File: src/rtl/mem_pkg.sv
// rtl/mem_pkg.sv - shared size encodings, FSM states and alignment helper for the memory access unit
package mem_pkg;

  typedef enum logic [1:0] {
    SIZE_BYTE = 2'b00,
    SIZE_HALF = 2'b01,
    SIZE_WORD = 2'b10,
    SIZE_RSVD = 2'b11
  } mem_size_e;

  typedef enum logic {
    ST_IDLE      = 1'b0,
    ST_RMW_WRITE = 1'b1
  } mem_state_e;

  // Reserved size is treated as a misalignment so it faults on the same path.
  function automatic logic misaligned(input mem_size_e size, input logic [1:0] lo);
    case (size)
      SIZE_BYTE: misaligned = 1'b0;
      SIZE_HALF: misaligned = lo[0];
      SIZE_WORD: misaligned = |lo;
      default:   misaligned = 1'b1;
    endcase
  endfunction

endpackage

File: src/rtl/mem_lane_align.sv
// rtl/mem_lane_align.sv - byte-lane load extraction/extension and store merge into a read word
module mem_lane_align (
  input  logic [31:0] i_rdata,
  input  logic [31:0] i_wdata,
  input  logic [1:0]  i_lane,
  input  logic [1:0]  i_size,
  input  logic        i_unsigned,
  output logic [31:0] o_merged,
  output logic [31:0] o_load
);
  import mem_pkg::*;

  logic [7:0]  w_byte;
  logic [15:0] w_half;
  logic        w_sext;

  always_comb begin
    w_byte   = i_rdata[{i_lane, 3'b000} +: 8];
    w_half   = i_rdata[{i_lane[1], 4'b0000} +: 16];
    w_sext   = 1'b0;
    o_load   = i_rdata;
    o_merged = i_rdata;
    case (mem_size_e'(i_size))
      SIZE_BYTE: begin
        w_sext = ~i_unsigned & w_byte[7];
        o_load = {{24{w_sext}}, w_byte};
        o_merged[{i_lane, 3'b000} +: 8] = i_wdata[7:0];
      end
      SIZE_HALF: begin
        w_sext = ~i_unsigned & w_half[15];
        o_load = {{16{w_sext}}, w_half};
        o_merged[{i_lane[1], 4'b0000} +: 16] = i_wdata[15:0];
      end
      SIZE_WORD: o_merged = i_wdata;
      default: ;
    endcase
  end

endmodule

File: src/rtl/mem_access_unit.sv
// rtl/mem_access_unit.sv - pipeline load/store unit with sub-word read-modify-write and fault detection
module mem_access_unit #(
  parameter int ADDR_BITS = 16
) (
  input  logic        sys_clk,
  input  logic        rst_n,
  input  logic        req_valid,
  input  logic        req_write,
  input  logic [1:0]  req_size,
  input  logic        req_unsigned,
  input  logic [31:0] req_addr,
  input  logic [31:0] req_wdata,
  output logic        mmu_read,
  output logic        mmu_write,
  output logic [31:0] mmu_addr,
  output logic [31:0] mmu_wd,
  input  logic [31:0] mmu_data_i,
  input  logic        mmu_stall,
  output logic [31:0] load_data,
  output logic        done,
  output logic        stall_o,
  output logic        fault
);
  import mem_pkg::*;

  localparam logic [31:0] HI_MASK = ~((32'd1 << ADDR_BITS) - 32'd1);

  mem_state_e  r_state;
  logic [31:0] r_merge;

  logic [31:0] w_merged;
  logic [31:0] w_load_val;
  mem_size_e   w_size;
  logic        w_idle_req;
  logic        w_fault;
  logic        w_go;
  logic        w_load;
  logic        w_wstore;
  logic        w_rmw_rd;
  logic        w_rmw_wr;
  logic        w_access;

  mem_lane_align u_align (
    .i_rdata    (mmu_data_i),
    .i_wdata    (req_wdata),
    .i_lane     (req_addr[1:0]),
    .i_size     (req_size),
    .i_unsigned (req_unsigned),
    .o_merged   (w_merged),
    .o_load     (w_load_val)
  );

  // Outputs are gated by rst_n so a live request cannot leak through while reset is held.
  assign w_size     = mem_size_e'(req_size);
  assign w_idle_req = rst_n && (r_state == ST_IDLE) && req_valid;
  assign w_fault    = w_idle_req && (misaligned(w_size, req_addr[1:0]) || |(req_addr & HI_MASK));
  assign w_go       = w_idle_req && !w_fault;
  assign w_load     = w_go && !req_write;
  assign w_wstore   = w_go && req_write && (w_size == SIZE_WORD);
  assign w_rmw_rd   = w_go && req_write && (w_size != SIZE_WORD);
  assign w_rmw_wr   = rst_n && (r_state == ST_RMW_WRITE);
  assign w_access   = w_go || w_rmw_wr;

  always_comb begin
    mmu_read  = w_load || w_rmw_rd;
    mmu_write = w_wstore || w_rmw_wr;
    mmu_addr  = w_access ? {req_addr[31:2], 2'b00} : 32'd0;
    mmu_wd    = w_rmw_wr ? r_merge : (w_wstore ? req_wdata : 32'd0);
    load_data = w_load ? w_load_val : 32'd0;
    fault     = w_fault;
    stall_o   = w_rmw_rd || (w_access && mmu_stall);
    done      = w_fault || ((w_load || w_wstore || w_rmw_wr) && !mmu_stall);
  end

  always_ff @(posedge sys_clk or negedge rst_n) begin
    if (!rst_n) begin
      r_state <= ST_IDLE;
      r_merge <= 32'd0;
    end else if (!mmu_stall) begin
      case (r_state)
        ST_IDLE: begin
          if (w_rmw_rd) begin
            r_merge <= w_merged;
            r_state <= ST_RMW_WRITE;
          end
        end
        ST_RMW_WRITE: r_state <= ST_IDLE;
        default:      r_state <= ST_IDLE;
      endcase
    end
  end

endmodule
File: config.mk
export PLATFORM = sky130hd
export DESIGN_NAME = mem_access_unit
export DESIGN_NICKNAME = d
export VERILOG_FILES = /design/src/rtl/mem_pkg.sv /design/src/rtl/mem_lane_align.sv /design/src/rtl/mem_access_unit.sv
export SDC_FILE = /design/constraint.sdc
export NUM_CORES = 1
export LEC_CHECK = 0
export CAP_MARGIN = 20
export CORE_UTILIZATION = 40
export CTS_CLUSTER_SIZE = 20
export DETAILED_ROUTE_END_ITERATION = 12
export PLACE_DENSITY = 0.87
export SYNTH_ARGS = -nofsm -noshare
export SYNTH_HDL_FRONTEND = slang
export SYNTH_HIERARCHICAL = 1
export SYNTH_SLANG_ARGS = --single-unit
File: constraint.sdc
create_clock -name sys_clk -period 4.36 [get_ports sys_clk]
set_input_delay 0.872 -clock sys_clk [delete_from_list [all_inputs] [get_ports sys_clk]]
set_output_delay 0.872 -clock sys_clk [all_outputs]
set_load 0.03 [all_outputs]
# ---- Yosys cells after proc, flatten, opt, wreduce, memory -nomap -nowiden
# Index checks and enable logic that the tools add are counted.
dict set report totals {
  word_cells 55
  reg_bits 33
}
dict set report op_classes {
  addsub 2
  mux 11
  bitwise 5
  eq_ne 3
  n_reduce_logical 26
  n_shift 6
}
# operator n
set op_table {}
lappend op_table {{$mux W32} 4}
lappend op_table {{$pmux W32 S3} 1}
lappend op_table {{$bwmux W32} 2}
lappend op_table {{$pmux W32 S2} 1}
lappend op_table {{$shift A16 B7 Y32 const A} 1}
lappend op_table {{$shift A8 B7 Y32 const A} 1}
lappend op_table {{$shiftx A16 B7 Y32} 1}
lappend op_table {{$shiftx A32 B6 Y16} 1}
lappend op_table {{$shiftx A32 B6 Y8} 1}
lappend op_table {{$shiftx A8 B7 Y32} 1}
lappend op_table {{$reduce_or A16 Y1} 1}
lappend op_table {{$neg A5 Y7} 2}
lappend op_table {{$logic_and A1 B1 Y1} 11}
lappend op_table {{$logic_or A1 B1 Y1} 8}
lappend op_table {{$logic_not A1 Y1} 3}
lappend op_table {{$not A1 Y1} 3}
lappend op_table {{$pmux W1 S3} 1}
lappend op_table {{$reduce_and A3 Y1} 1}
lappend op_table {{$and A1 B1 Y1} 2}
lappend op_table {{$eq A2 B1 Y1 const B} 1}
lappend op_table {{$eq A2 B2 Y1 const B} 1}
lappend op_table {{$logic_not A2 Y1} 1}
lappend op_table {{$ne A2 B2 Y1 const B} 1}
lappend op_table {{$pmux W1 S2} 1}
lappend op_table {{2 further kinds} 2}

# ---- Depth between registers and ports, before layout
dict set report depth {
  depth_word 12
  ltp_mapped 8
  ltp_nobuf 6
}

# ---- Cells and area by module
# The synthesis kept the hierarchy.
# module area_each_um2 n_inst cells_per_inst
set by_module_without_submodules {}
lappend by_module_without_submodules {mem_access_unit 2178.3 1 207}
lappend by_module_without_submodules {mem_lane_align 2060.7 1 279}

# ---- Worst setup path before layout
# Ideal clock, no wire load.
dict set report synth_timing {
  path_type {input to output}
  start {input port req_addr[27]}
  end {output port mmu_read}
  slack_ns 0.916
  arrival_time_ns 2.572
  path_stages 3
  n_path_buf 0
  path_cell_list {nor4_1 > nand4_2 > nor4b_1}
}
dict set report synth_via {
  elab_chain_len 8
  elab_cells_between_ends 9
  classes_between {reduce/logical: 9}
}
# element line_no
set synth_lines {}
lappend synth_lines {{start, declared} mem_access_unit.sv:11} ;# input logic [31:0] req_addr,
lappend synth_lines {{$reduce_or A16 Y1 (*)} mem_access_unit.sv:56} ;# assign w_fault = w_idle_req && (misaligned(w_size, req_addr[1:0]) || |(req_addr & HI_MASK));
lappend synth_lines {{$logic_or A1 B1 Y1 (*)} mem_access_unit.sv:56}
lappend synth_lines {{$logic_and A1 B1 Y1 (*)} mem_access_unit.sv:56}
lappend synth_lines {{$logic_not A1 Y1 (*)} mem_access_unit.sv:57} ;# assign w_go = w_idle_req && !w_fault;
lappend synth_lines {{$logic_and A1 B1 Y1 (*)} mem_access_unit.sv:57}
lappend synth_lines {{$logic_and A1 B1 Y1 (2 in series)} mem_access_unit.sv:60} ;# assign w_rmw_rd = w_go && req_write && (w_size != SIZE_WORD);
lappend synth_lines {{$logic_or A1 B1 Y1 (*)} mem_access_unit.sv:65} ;# mmu_read = w_load || w_rmw_rd;
lappend synth_lines {{end, declared} mem_access_unit.sv:13} ;# output logic mmu_read,
# Mark *: on every way between the ends. The rest lies on a longest branch, timed or not.

# ---- Worst setup path after layout
dict set report layout_timing {
  start {input port req_addr[1]}
  end {output port load_data[10]}
}
dict set report layout_via {
  elab_cells_between_ends 12
  classes_between {shift: 2; mux: 3; bitwise: 1; reduce/logical: 6}
}
# element line_no
set layout_lines {}
lappend layout_lines {{$shiftx A32 B6 Y8} mem_lane_align.sv:18} ;# w_byte = i_rdata[{i_lane, 3'b000} +: 8];
lappend layout_lines {{$and A1 B1 Y1} mem_lane_align.sv:25} ;# w_sext = ~i_unsigned & w_byte[7];
lappend layout_lines {{$pmux W32 S2 (*)} mem_lane_align.sv:23} ;# case (mem_size_e'(i_size))
lappend layout_lines {{net w_load_val[10]} mem_access_unit.sv:32} ;# logic [31:0] w_load_val;
lappend layout_lines {{$mux W32 (*)} mem_access_unit.sv:69} ;# load_data = w_load ? w_load_val : 32'd0;
lappend layout_lines {{end, declared} mem_access_unit.sv:19} ;# output logic [31:0] load_data,
# Mark *: on every way through the listed nets, which the timed path passes. The rest lies on a longest branch.

==> reports/qor.csv <==
metric;value;unit
run status;finished clean;
vias per inst;6.551;
Achievable Freq;241.3;MHz
drt wl/cell;22.31;um
worst hold start;r_merge[12];
initial antenna violation count;0;
DIE WIDTH;104.9;um
initial core utilization;41.25;%
met3 Use GR;5.240;%
gpl congestion;0.9064;
WP data arrival;3.27;ns
Core Area;10280;sq um
Synth area leaders;dfrtp_1 (19%), a22o_1 (10%), and2_1 (9.9%);
Syn Std Cell Area;4239;sq um
Post-CTS Repair Setup Buffers;0;
Post-DP Area;6336;sq um
CTS tree;done;
CTS Buf Count;5;
dominant synthesized flop cell;dfrtp_1;
Buffers on Ports;202;
Pins Over Slew Limit;0;
CP Capture Type;output port;
most frequent cells in the layout;clkdlybuf4s50_1 (101), buf_4 (97), and2_1 (67);
Seq/Total Area, Yosys;19.48;%
Hold Vio Cnt, Final;0;
CTS clk-pin slew, worst paths;0.08;ns
Max FO, Critical Path;24;
slowest stage delay, CP;0.79;ns
FFs w/ async S/R, synth;100.0;%
Final Cell Area;6422;sq um
busiest grt layer;met2;
met2 Use GR;54.54;%
total grt overflow;0;
worst-margin pin slew;0.9984;ns
Final TNS setup;0;ns
1st-iter DRT viols;716;
Vert. Die Dim;104.9;um
Post-synth EDFFs;0;
First-pass DRT Iterations;5;
Maximum Capacitance Violations;0;
CP max stage cell;a2bb2oi_2;
synthesized instance count;486;
largest net degree at the start of global routing;53;
CP Buf/Inv Count;2;
CTS sink count;33;
GR met1 Demand/Resource;37.02;%
power per cell area;144.6;nW/um^2
commonest non-fill, non-tap cell in the layout;clkdlybuf4s50_1;
worst IR drop on VDD;0.0001029;V
worst r2r src;r_state;
CP required;3.49;ns
post-synth top area cell;dfrtp_1;
CP Launch Type;primary input;
flop2flop setup slack;2.37;ns
register bit total from synthesis;33;
proportion of layout cells with a drive suffix above 1;26.88;%
Post-Route WL;17900;um
synth unique cells;55;
WHS;0.4924;ns
DRC violations left;0;
FILL cells;880;
Ys Warns;6;
fin crit period;4.144;ns
CP Cell Sequence;clkdlybuf4s50_1, mux2_2, a2bb2oi_2, o221ai_1, and2_1, buf_4;
# nets final;774;
Setup Skew;0.007692;ns
Reg area;825.8;sq um
Max Root-Sink Buffers;2;
CTS Hold Bufs;0;
RSZ-0062 raised after global routing;no;
Synth-to-Final Area Change;51.51;%
worst relative slew slack;33.38;%
setup violators final;0;
post-CTS sizing;0;
Worst Setup SP;req_addr[1];
Vias;5254;
worst hold path cell count;1;
first-pass GRT wire length;27210;um
Final HPWL DP;13220;um
Worst Reg-to-Reg Cells;5;
vias in the first global route;5033;
n_diodes;0;
htree depth;2;
top cell type's share of synthesized area;19.48;%
placed cells;794;
Final ANT Viol Nets;0;
# rows;37;
Largest delay share family, worst path;compound AO/OA/AOI/OAI gates;
total die area;11010;sq um
clk_lat worst skew;0.29;ns
Worst Hold Class;reg2reg;
Boundary Pins;205;
All-Layer GR Usage;31.26;%
Pwr Total;0.9289;mW
average cell area after synthesis;8.722;sq um
Pleak;2.862;nW
Setup Crit Path Kind;in2out;
fin crit share;95.06;%
WP depth;6;
area of the multi-input gates;3152;sq um
non-filler instance count after layout;802;
Root Driver;clkbuf_8;
## flip-flops by register name, indices dropped and copies added, names as in the netlist
register,count
r_state,1
r_merge,32
## final timing paths
check,end
min reg2reg,r_merge[12]
max,load_data[10]
min in group asynchronous,r_merge[22]
max reg2reg,r_merge[25]
max in group asynchronous,r_merge[8]
min,r_merge[12]
## synthesized netlist by cell type (all sizes together) (4+ instances only)
cell type,count
nand3b,10
a22oi,22
and2,67
a221o,12
inv,5
a22o,49
dfrtp,33
nand2,23
mux2i,8
buf,32
mux2,56
nor2,13
or3b,8
a32oi,13
nor4,8
o221ai,20
ha,5
nor2b,4
a21oi,41
clkbuf,18
a211o,6
## logic make-up after synthesis
family / synth area share, %
AO/OA/AOI/OAI: 32.85
AND/OR/NAND/NOR: 22.46
multiplexers: 16.85
buffers and inverters: 6.789
flip-flops: 19.48
adder cells (fa/ha/maj): 1.476
other: 0.08846
## layer usage
| metal | vias to the layer above | share of wire, % |
|---|---|---|
| met5 | - | 0 |
| met4 | 0 | 4.6 |
| met3 | 65 | 9.1 |
| met2 | 417 | 49 |
| met1 | 2524 | 37 |
| li1 | 2248 | - |
## stage by stage
stage	setup WS (ns)	utilization, %
after floorplan	0.9164	-
after global placement	0.3258	61.65
after detailed placement	0.2432	61.65
after CTS	0.2355	62.49
after global routing	0.04626	62.49
final	0.2155	62.49
## cell type report
type                       count  area share [%]
clock buffer                   5           1.071
sequential                    33           12.86
clock inverter                 3          0.2727
tap                          136           2.650
multi-input combinational    399           49.07
inverter                       5          0.2922
timing repair buffer         221           33.78
## report_power, final
group / internal (mW) / switching (mW)
logic: 0.183 / 0.198
clock network: 0.111 / 0.131
registers: 0.306 / 0.00000278
total: 0.599 / 0.329
Note: power is estimated with default switching activity, not from simulation.
